### config.mk
export PLATFORM = sky130hd
export DESIGN_NAME = set_match_gen
export DESIGN_NICKNAME = d
export VERILOG_FILES = /design/src/rtl/set_pkg.sv /design/src/rtl/set_cam_cmp.sv /design/src/rtl/set_match_gen.sv
export SDC_FILE = /design/constraint.sdc
export NUM_CORES = 1
export LEC_CHECK = 0
export BUFFER_PORTS_ARGS = -buffer_cell sky130_fd_sc_hd__buf_2
export CORE_MARGIN = 4
export CORE_UTILIZATION = 44
export DETAILED_ROUTE_END_ITERATION = 8
export GPL_ROUTABILITY_DRIVEN = 0
export PLACE_DENSITY_LB_ADDON = 0.2
export SYNTH_ARGS = -nofsm -noshare
export SYNTH_HDL_FRONTEND = slang
export SYNTH_HIERARCHICAL = 1
export SYNTH_SLANG_ARGS = --single-unit
### constraint.sdc
create_clock -name clk -period 2.2 [get_ports clk]
set_clock_uncertainty 0.15 [all_clocks]
set_input_delay 0.33 -clock clk [delete_from_list [all_inputs] [get_ports clk]]
set_output_delay 0.33 -clock clk [all_outputs]
set_load 0.005 [all_outputs]
### src/rtl/set_pkg.sv
// Shared defaults and FSM state encoding for the set-match stage and its
// comparator bank.
package set_pkg;

    localparam int DEF_DATA_W = 8;
    localparam int DEF_SET_N  = 4;

    localparam logic [2:0] ST_IDLE  = 3'd0;
    localparam logic [2:0] ST_LOAD  = 3'd1;
    localparam logic [2:0] ST_CMP   = 3'd2;
    localparam logic [2:0] ST_FLUSH = 3'd3;
    localparam logic [2:0] ST_DONE  = 3'd4;

endpackage

### src/rtl/set_cam_cmp.sv
// Parallel equality comparators against the reference set, gated by entry
// validity. Serves both load-time dedup and query matching.
module set_cam_cmp
    import set_pkg::*;
#(
    parameter int DATA_W = DEF_DATA_W,
    parameter int SET_N  = DEF_SET_N
) (
    input  logic [DATA_W-1:0] key,
    input  logic [DATA_W-1:0] ref_data [SET_N],
    input  logic [SET_N-1:0]  ref_valid,
    output logic [SET_N-1:0]  match
);

    generate
        for (genvar gi = 0; gi < SET_N; gi++) begin : g_cmp
            assign match[gi] = ref_valid[gi] && (ref_data[gi] == key);
        end
    endgenerate

endmodule

### src/rtl/set_match_gen.sv
// Loads a deduplicated reference set, then streams queries against it and
// emits one registered hit bit per entry for the downstream accumulator.
module set_match_gen
    import set_pkg::*;
#(
    parameter int DATA_W = DEF_DATA_W,
    parameter int SET_N  = DEF_SET_N
) (
    input  logic              clk,
    input  logic              rst,
    input  logic              start,
    input  logic              in_valid,
    input  logic [DATA_W-1:0] in_data,
    input  logic              in_last,
    output logic              in_ready,
    output logic [SET_N-1:0]  hit,
    output logic              acc_en,
    output logic              busy,
    output logic              done,
    output logic              overflow
);

    logic [2:0]        state_q, state_d;
    logic [DATA_W-1:0] ref_q [SET_N];
    logic [DATA_W-1:0] ref_d [SET_N];
    logic [SET_N-1:0]  ref_valid_q, ref_valid_d;
    logic              overflow_q, overflow_d;
    logic [SET_N-1:0]  hit_q, hit_d;
    logic              acc_en_q, acc_en_d;

    logic [SET_N-1:0]  match;
    logic [SET_N-1:0]  free_onehot;
    logic [SET_N-1:0]  ref_we;
    logic              set_full;
    logic              accept;

    set_cam_cmp #(
        .DATA_W (DATA_W),
        .SET_N  (SET_N)
    ) u_cam (
        .key       (in_data),
        .ref_data  (ref_q),
        .ref_valid (ref_valid_q),
        .match     (match)
    );

    assign in_ready = (state_q == ST_LOAD) || (state_q == ST_CMP);
    assign accept   = in_valid && in_ready;
    assign set_full = &ref_valid_q;
    // Adding one to the valid mask carries through the low run of ones,
    // isolating the lowest clear bit as a one-hot slot select.
    assign free_onehot = ~ref_valid_q & (ref_valid_q + SET_N'(1));

    always_comb begin
        state_d     = state_q;
        ref_valid_d = ref_valid_q;
        overflow_d  = overflow_q;
        hit_d       = '0;
        acc_en_d    = 1'b0;
        ref_we      = '0;
        case (state_q)
            ST_IDLE: begin
                if (start) begin
                    state_d     = ST_LOAD;
                    ref_valid_d = '0;
                    overflow_d  = 1'b0;
                end
            end
            ST_LOAD: begin
                if (accept) begin
                    if (match == '0) begin
                        if (set_full) begin
                            overflow_d = 1'b1;
                        end else begin
                            ref_we      = free_onehot;
                            ref_valid_d = ref_valid_q | free_onehot;
                        end
                    end
                    if (in_last) begin
                        state_d = ST_CMP;
                    end
                end
            end
            ST_CMP: begin
                if (accept) begin
                    hit_d    = match;
                    acc_en_d = 1'b1;
                    if (in_last) begin
                        state_d = ST_FLUSH;
                    end
                end
            end
            ST_FLUSH: state_d = ST_DONE;
            ST_DONE:  state_d = ST_IDLE;
            default:  state_d = ST_IDLE;
        endcase
    end

    generate
        for (genvar gi = 0; gi < SET_N; gi++) begin : g_ref
            assign ref_d[gi] = ref_we[gi] ? in_data : ref_q[gi];

            // Reference words need no reset: they are only observed through ref_valid.
            always_ff @(posedge clk) begin
                ref_q[gi] <= ref_d[gi];
            end
        end
    endgenerate

    always_ff @(posedge clk) begin
        if (rst) begin
            state_q     <= ST_IDLE;
            ref_valid_q <= '0;
            overflow_q  <= 1'b0;
            hit_q       <= '0;
            acc_en_q    <= 1'b0;
        end else begin
            state_q     <= state_d;
            ref_valid_q <= ref_valid_d;
            overflow_q  <= overflow_d;
            hit_q       <= hit_d;
            acc_en_q    <= acc_en_d;
        end
    end

    assign hit      = hit_q;
    assign acc_en   = acc_en_q;
    assign busy     = (state_q != ST_IDLE);
    assign done     = (state_q == ST_DONE);
    assign overflow = overflow_q;

endmodule

[After elaboration in Yosys (flattened, before gate mapping)]
Index checks and enable logic that the tools add are counted.
Word-level totals
  flip-flop bits (word level): 45
  logic and storage cells: 68
Operators by class
  $add $sub $neg: 1
  eq/ne operators: 16
  muxes and demuxes: 21
  bitwise logic cells: 5
  reductions and logical operators: 16
Operators by type and width (number)
  $eq 8x8->1: 4
  $mux 4: 8
  $mux 3: 5
  $reduce_and 5->1: 3
  $ne 2x2->1 const B: 7
  $pmux 3 s4: 1
  $pmux 4 s2: 1
  $eq 3x2->1 const B: 2
  $logic_and 1x1->1: 5
  $mux 1: 5
  $add 4x1->4 const B: 1
  $and 4x4->4: 1
  $logic_not 4->1: 1
  $not 4->4: 1
  $or 4x4->4: 1
  $reduce_and 4->1: 1
  $eq 3x1->1 const B: 1
  $eq 3x3->1 const B: 1
  $logic_not 3->1: 1
  $reduce_bool 3->1: 1
  $reduce_or 3->1: 1
  $ne 2x1->1 const B: 1
  $not 1->1: 2
  $pmux 1 s2: 1
  3 further kinds: 3

[Depth between registers and ports, before layout]
  depth after elaboration: 7
  gate-level depth with buffers: 7
  mapped depth without buffers: 6

[Cells and area by module]
The synthesis kept the hierarchy.
Modules (own cells, without submodules)
  set_match_gen: times used 1, cells each 93, area each 1559.0 um^2
  set_cam_cmp: times used 1, cells each 56, area each 470.5 um^2

[Least setup slack after synthesis]
OpenSTA, ideal clock, no wires.
  path type: in2reg
  start: in in_data[4]
  end: reg ref_q[16] in the netlist's numbering, enable pin
  library setup time: 0.385 ns
  arrival time: 1.892 ns
  data required time: 1.665 ns
  slack: -0.227 ns
  cell stages on the path: 7
  buffers on the path: 1
  path through: buf_6 > xnor2_1 > nand4_1 > nor3_2 > nor4_1 > nand3_1 > nor3b_1
Between the ends
  cells in the longest elaborated chain, start to end: 6
  elaborated cells between the ends (all ways): 12
Ends and longest elaborated chain
  start, declared: line set_match_gen.sv:13  | input logic [DATA_W-1:0] in_data,
  $eq 8x8->1: line set_cam_cmp.sv:17  | assign match[gi] = ref_valid[gi] && (ref_data[gi] == key);
  $logic_and 1x1->1: line set_cam_cmp.sv:17
  via match[1]: line set_match_gen.sv:31  | logic [SET_N-1:0] match;
  $logic_not 4->1: line set_match_gen.sv:71  | if (match == '0) begin
  $mux 4: line set_match_gen.sv:71
  $mux 4: line set_match_gen.sv:70  | if (accept) begin
  $mux 4: line set_match_gen.sv:61  | case (state_q)
  via ref_we[1]: line set_match_gen.sv:33  | logic [SET_N-1:0] ref_we;
  end signal, assigned by index: line set_match_gen.sv:105  | ref_q[gi] <= ref_d[gi];
  end, declared: line set_match_gen.sv:24  | logic [DATA_W-1:0] ref_q [SET_N];
The timed path passes the listed nets, and every way through them passes these cells.
A chain may end at the register's enable or synchronous reset.

[Worst setup path after layout]
  start: reg ref_q[28] in the netlist's numbering
  end: reg ref_q[16] in the netlist's numbering, enable pin
Between the ends
  cells in the longest elaborated chain, start to end: 6
Ends and longest elaborated chain (line)
  $eq 8x8->1: set_cam_cmp.sv:17
  $logic_and 1x1->1: set_cam_cmp.sv:17
  via match[0]: set_match_gen.sv:31
  $logic_not 4->1: set_match_gen.sv:71
  $mux 4: set_match_gen.sv:71
  $mux 4: set_match_gen.sv:70
  $mux 4: set_match_gen.sv:61
  via ref_we[1]: set_match_gen.sv:33
The timed path passes the listed nets, and every way through them passes these cells.

==> results.md <==
- Multi-input combinational cell area: 714 um^2
- Worst EP arrival: 2.04 ns
- Worst-path fanout max: 4
- Worst r2r src: ref_q[28]
- Die Wd: 75.9 um
- Io pins: 22
- #FFs+latches synth: 45
- Core Area: 4410 um^2
- Via count: 1,204
- DRT Pass-1 Iters: 4
- Pre-CTS setup slack: -0.182 ns
- Run status: finished clean
- Initial DRC Count: 66
- RSZ-0062 raised after global routing: true
- Setup TNS: 0 ns
- Crit-path slowest cell: edfxtp_1
- Met3 routed WL: 137 um
- Final ANT Viol Nets: 0
- Final period util: 98.9%
- Synth Area in Compound Gates: 5.36%
- Adder-cell share of the synthesized area: 0%
- Worst Hold Endpoint: state_q[0]
- Top Metal Used: met4
- Buffer count from post-CTS setup fixing: 0
- Worst Setup Path Type: reg2reg
- Sink Count: 45
- TritonCTS clock tree: yes
- Critical Path Start Type: register
- Synthesized area: 2030 um^2
- Cell Area, Placed: 2230 um^2
- Sequential cell area: 1220 um^2
- Max IR drop VDD: 0.522 mV
- Slew margin rel.: 73.2%
- Hold wc startpoint: start
- Data required, critical path: 2.06 ns
- Mux cell area share after synthesis: 0.986%
- Hold WC Path Type: in2reg
- Per-cell routed wire length: 14.5 um
- Area Growth Syn to Fin: 15.5%
- FP Rows: 24
- Share of cells above drive strength 1: 29.9%
- Number of port buffers: 21
- Mapped Cells: 149
- Post-synthesis share of cell area spent on xor and xnor gates: 13.8%
- Reg clk slew, reported paths: 0.08 ns
- Sequential area share after synthesis: 60.2%
- Final WS setup: 0.0236 ns
- FILL cells: 398
- Global-route wire length before repair: 5590 um
- Routed wire length: 3430 um
- Post-synth cell types: 31
- Hold depth: 2
- GRT Resource Usage Total: 12.4%
- Largest net degree at the start of global routing: 15
- H-tree depth: 2
- Crit. End Element: register
- Post-synth EDFFs: 32
- Worst slew pin tran: 0.401 ns
- Starting density of the core: 46.0%
- Synth Area in Simple Gates: 14.5%
- Hold Buf Count CTS: 0
- Synth top cells by count: edfxtp_1, xnor2_1, dfxtp_1
- Crit. Startpoint: ref_q[28]
- Dominant cell type by area after synthesis: edfxtp_1
- Power Density: 728 nW/um^2
- Fin crit period: 2.18 ns
- Yosys top cell area share: 47.3%
- Worst-skew pair later-pin latency: 0.29 ns
- Synth Net Count: 162
- Fmax: 459 MHz
- Synth Warn #: 6
- Final setup vio count: 0
- Final hold vios: 0
- Max-cap check violation count: 0
- Die height: 75.9 um
- Predominant post-synthesis flop cell: edfxtp_1
- Maximum clock path buffer count: 2
- Antenna Cells: 0
- DPL Wire Length: 2550 um
- Grt ovf: 0
- Synth area leaders: edfxtp_1, xnor2_1, dfxtp_1
- Root buffer cell: clkbuf_8
- Antenna violations before repair: 0
- Worst r2r dst: ref_q[16]
- Worst-path cell chain: xnor2_1 > nand4_1 > nor3_2 > nor4_2 > nand3_1 > nor3b_2 > buf_4
- Drt drc: 0
- Nets: 196
- Async set-reset flop share out of synthesis: 0%
- Vias in the first global route: 1,201
- Die ar.: 5760 um^2
- Leak: 0.811 nW
- Slowest stage delay, CP: 0.39 ns
- Met2 wire len: 1620 um
- TritonCTS Buffers: 5
- DR vias/cell: 5.10
- Metal-1 WL: 1610 um
- R2R depth: 7
- Mean post-synth cell area: 13.6 um^2
- Reg-to-reg slack, setup: 0.02 ns
- Largest family of logic cells by synthesized area: simple AND/OR/NAND/NOR gates
- Final max-slew violation count: 0
- Design area: 2340 um^2
## critical path, delay by kind of cell, from the launching register on
| family | cells | cell delay, ns |
|---|---|---|
| simple gates | 5 | 1.02 |
| flops | 1 | 0.39 |
| buf+inv | 1 | 0.19 |
| xor+xnor | 1 | 0.15 |
## metal layers
| layer | up-vias | GRT usage (%) |
|---|---|---|
| met2 | 20 | 19.0 |
| met5 | - | 0 |
| met4 | 0 | 5.34 |
| li1 | 604 | - |
| met1 | 574 | 15.8 |
| met3 | 6 | 4.03 |
## power by group
part	internal (mW)	switching, mW	total [mW]
Combinational	0.0799	0.0793	0.159
Clock	0.341	0.267	0.608
Sequential	0.925	0.0146	0.940
Total	1.35	0.361	1.71
## through the flow
| stage | instances | total power [mW] | hold WS [ns] | util [%] |
|---|---|---|---|---|
| final | 236 | 1.71 | 0.153 | 53.1 |
| after global routing | 236 | 1.78 | 0.155 | 53.1 |
| after CTS | 236 | 1.73 | 0.145 | 53.1 |
| after detailed placement | 228 | 1.12 | 0.301 | 50.5 |
| after global placement | 228 | 1.12 | 0.294 | 50.5 |
| after floorplan | 149 | 1.07 | 0.279 | - |
## layout by cell type (no fill, tap or decap), drive strengths merged, types with 2 or more instances in the layout
master,instances
nor4,2
nor3,8
and2,4
o2bb2ai,3
nand3,6
buf,38
mux2i,2
dfxtp,13
clkbuf,6
xnor2,32
nor2,4
a21boi,2
edfxtp,32
nand2,7
a22o,2
nor3b,3
nand4,5
nand2b,2
## final cells by class
type / instances / share of cell area, %
sequential: 45 / 52.1
timing repair buffer: 38 / 9.93
tap: 52 / 2.77
clock buffer: 6 / 3.09
clock inverter: 2 / 1.65
multi-input combinational: 93 / 30.5
## worst max-delay path by stage
stage | to | slack (ns) | cells past startpoint
after floorplan | ref_q[0] | -0.21 | 7
after global placement | ref_q[19] | -0.14 | 8
after detailed placement | ref_q[21] | -0.18 | 8
after CTS | ref_q[16] | 0.02 | 7
after global routing | ref_q[16] | -0.04 | 7
final | ref_q[16] | 0.02 | 7
## kinds of logic after synthesis
logic type / after synthesis
compound gates: 11
xor+xnor: 32
buf+inv: 11
flops: 45
mux: 2
simple gates: 48
## repair_timing
item,CTS,global route
gates resized for setup,1,0
pin swaps,3,3
hold endpoints to repair,0,0
setup endpoints to repair,18,19
## flip-flops by register name, indices dropped and copies added, names as in the netlist
signal and cells:
acc_en 1, hit 4, ref_q 32, state_q 3, ref_valid_q 4, overflow 1
Note: power is estimated with default switching activity, not from simulation.
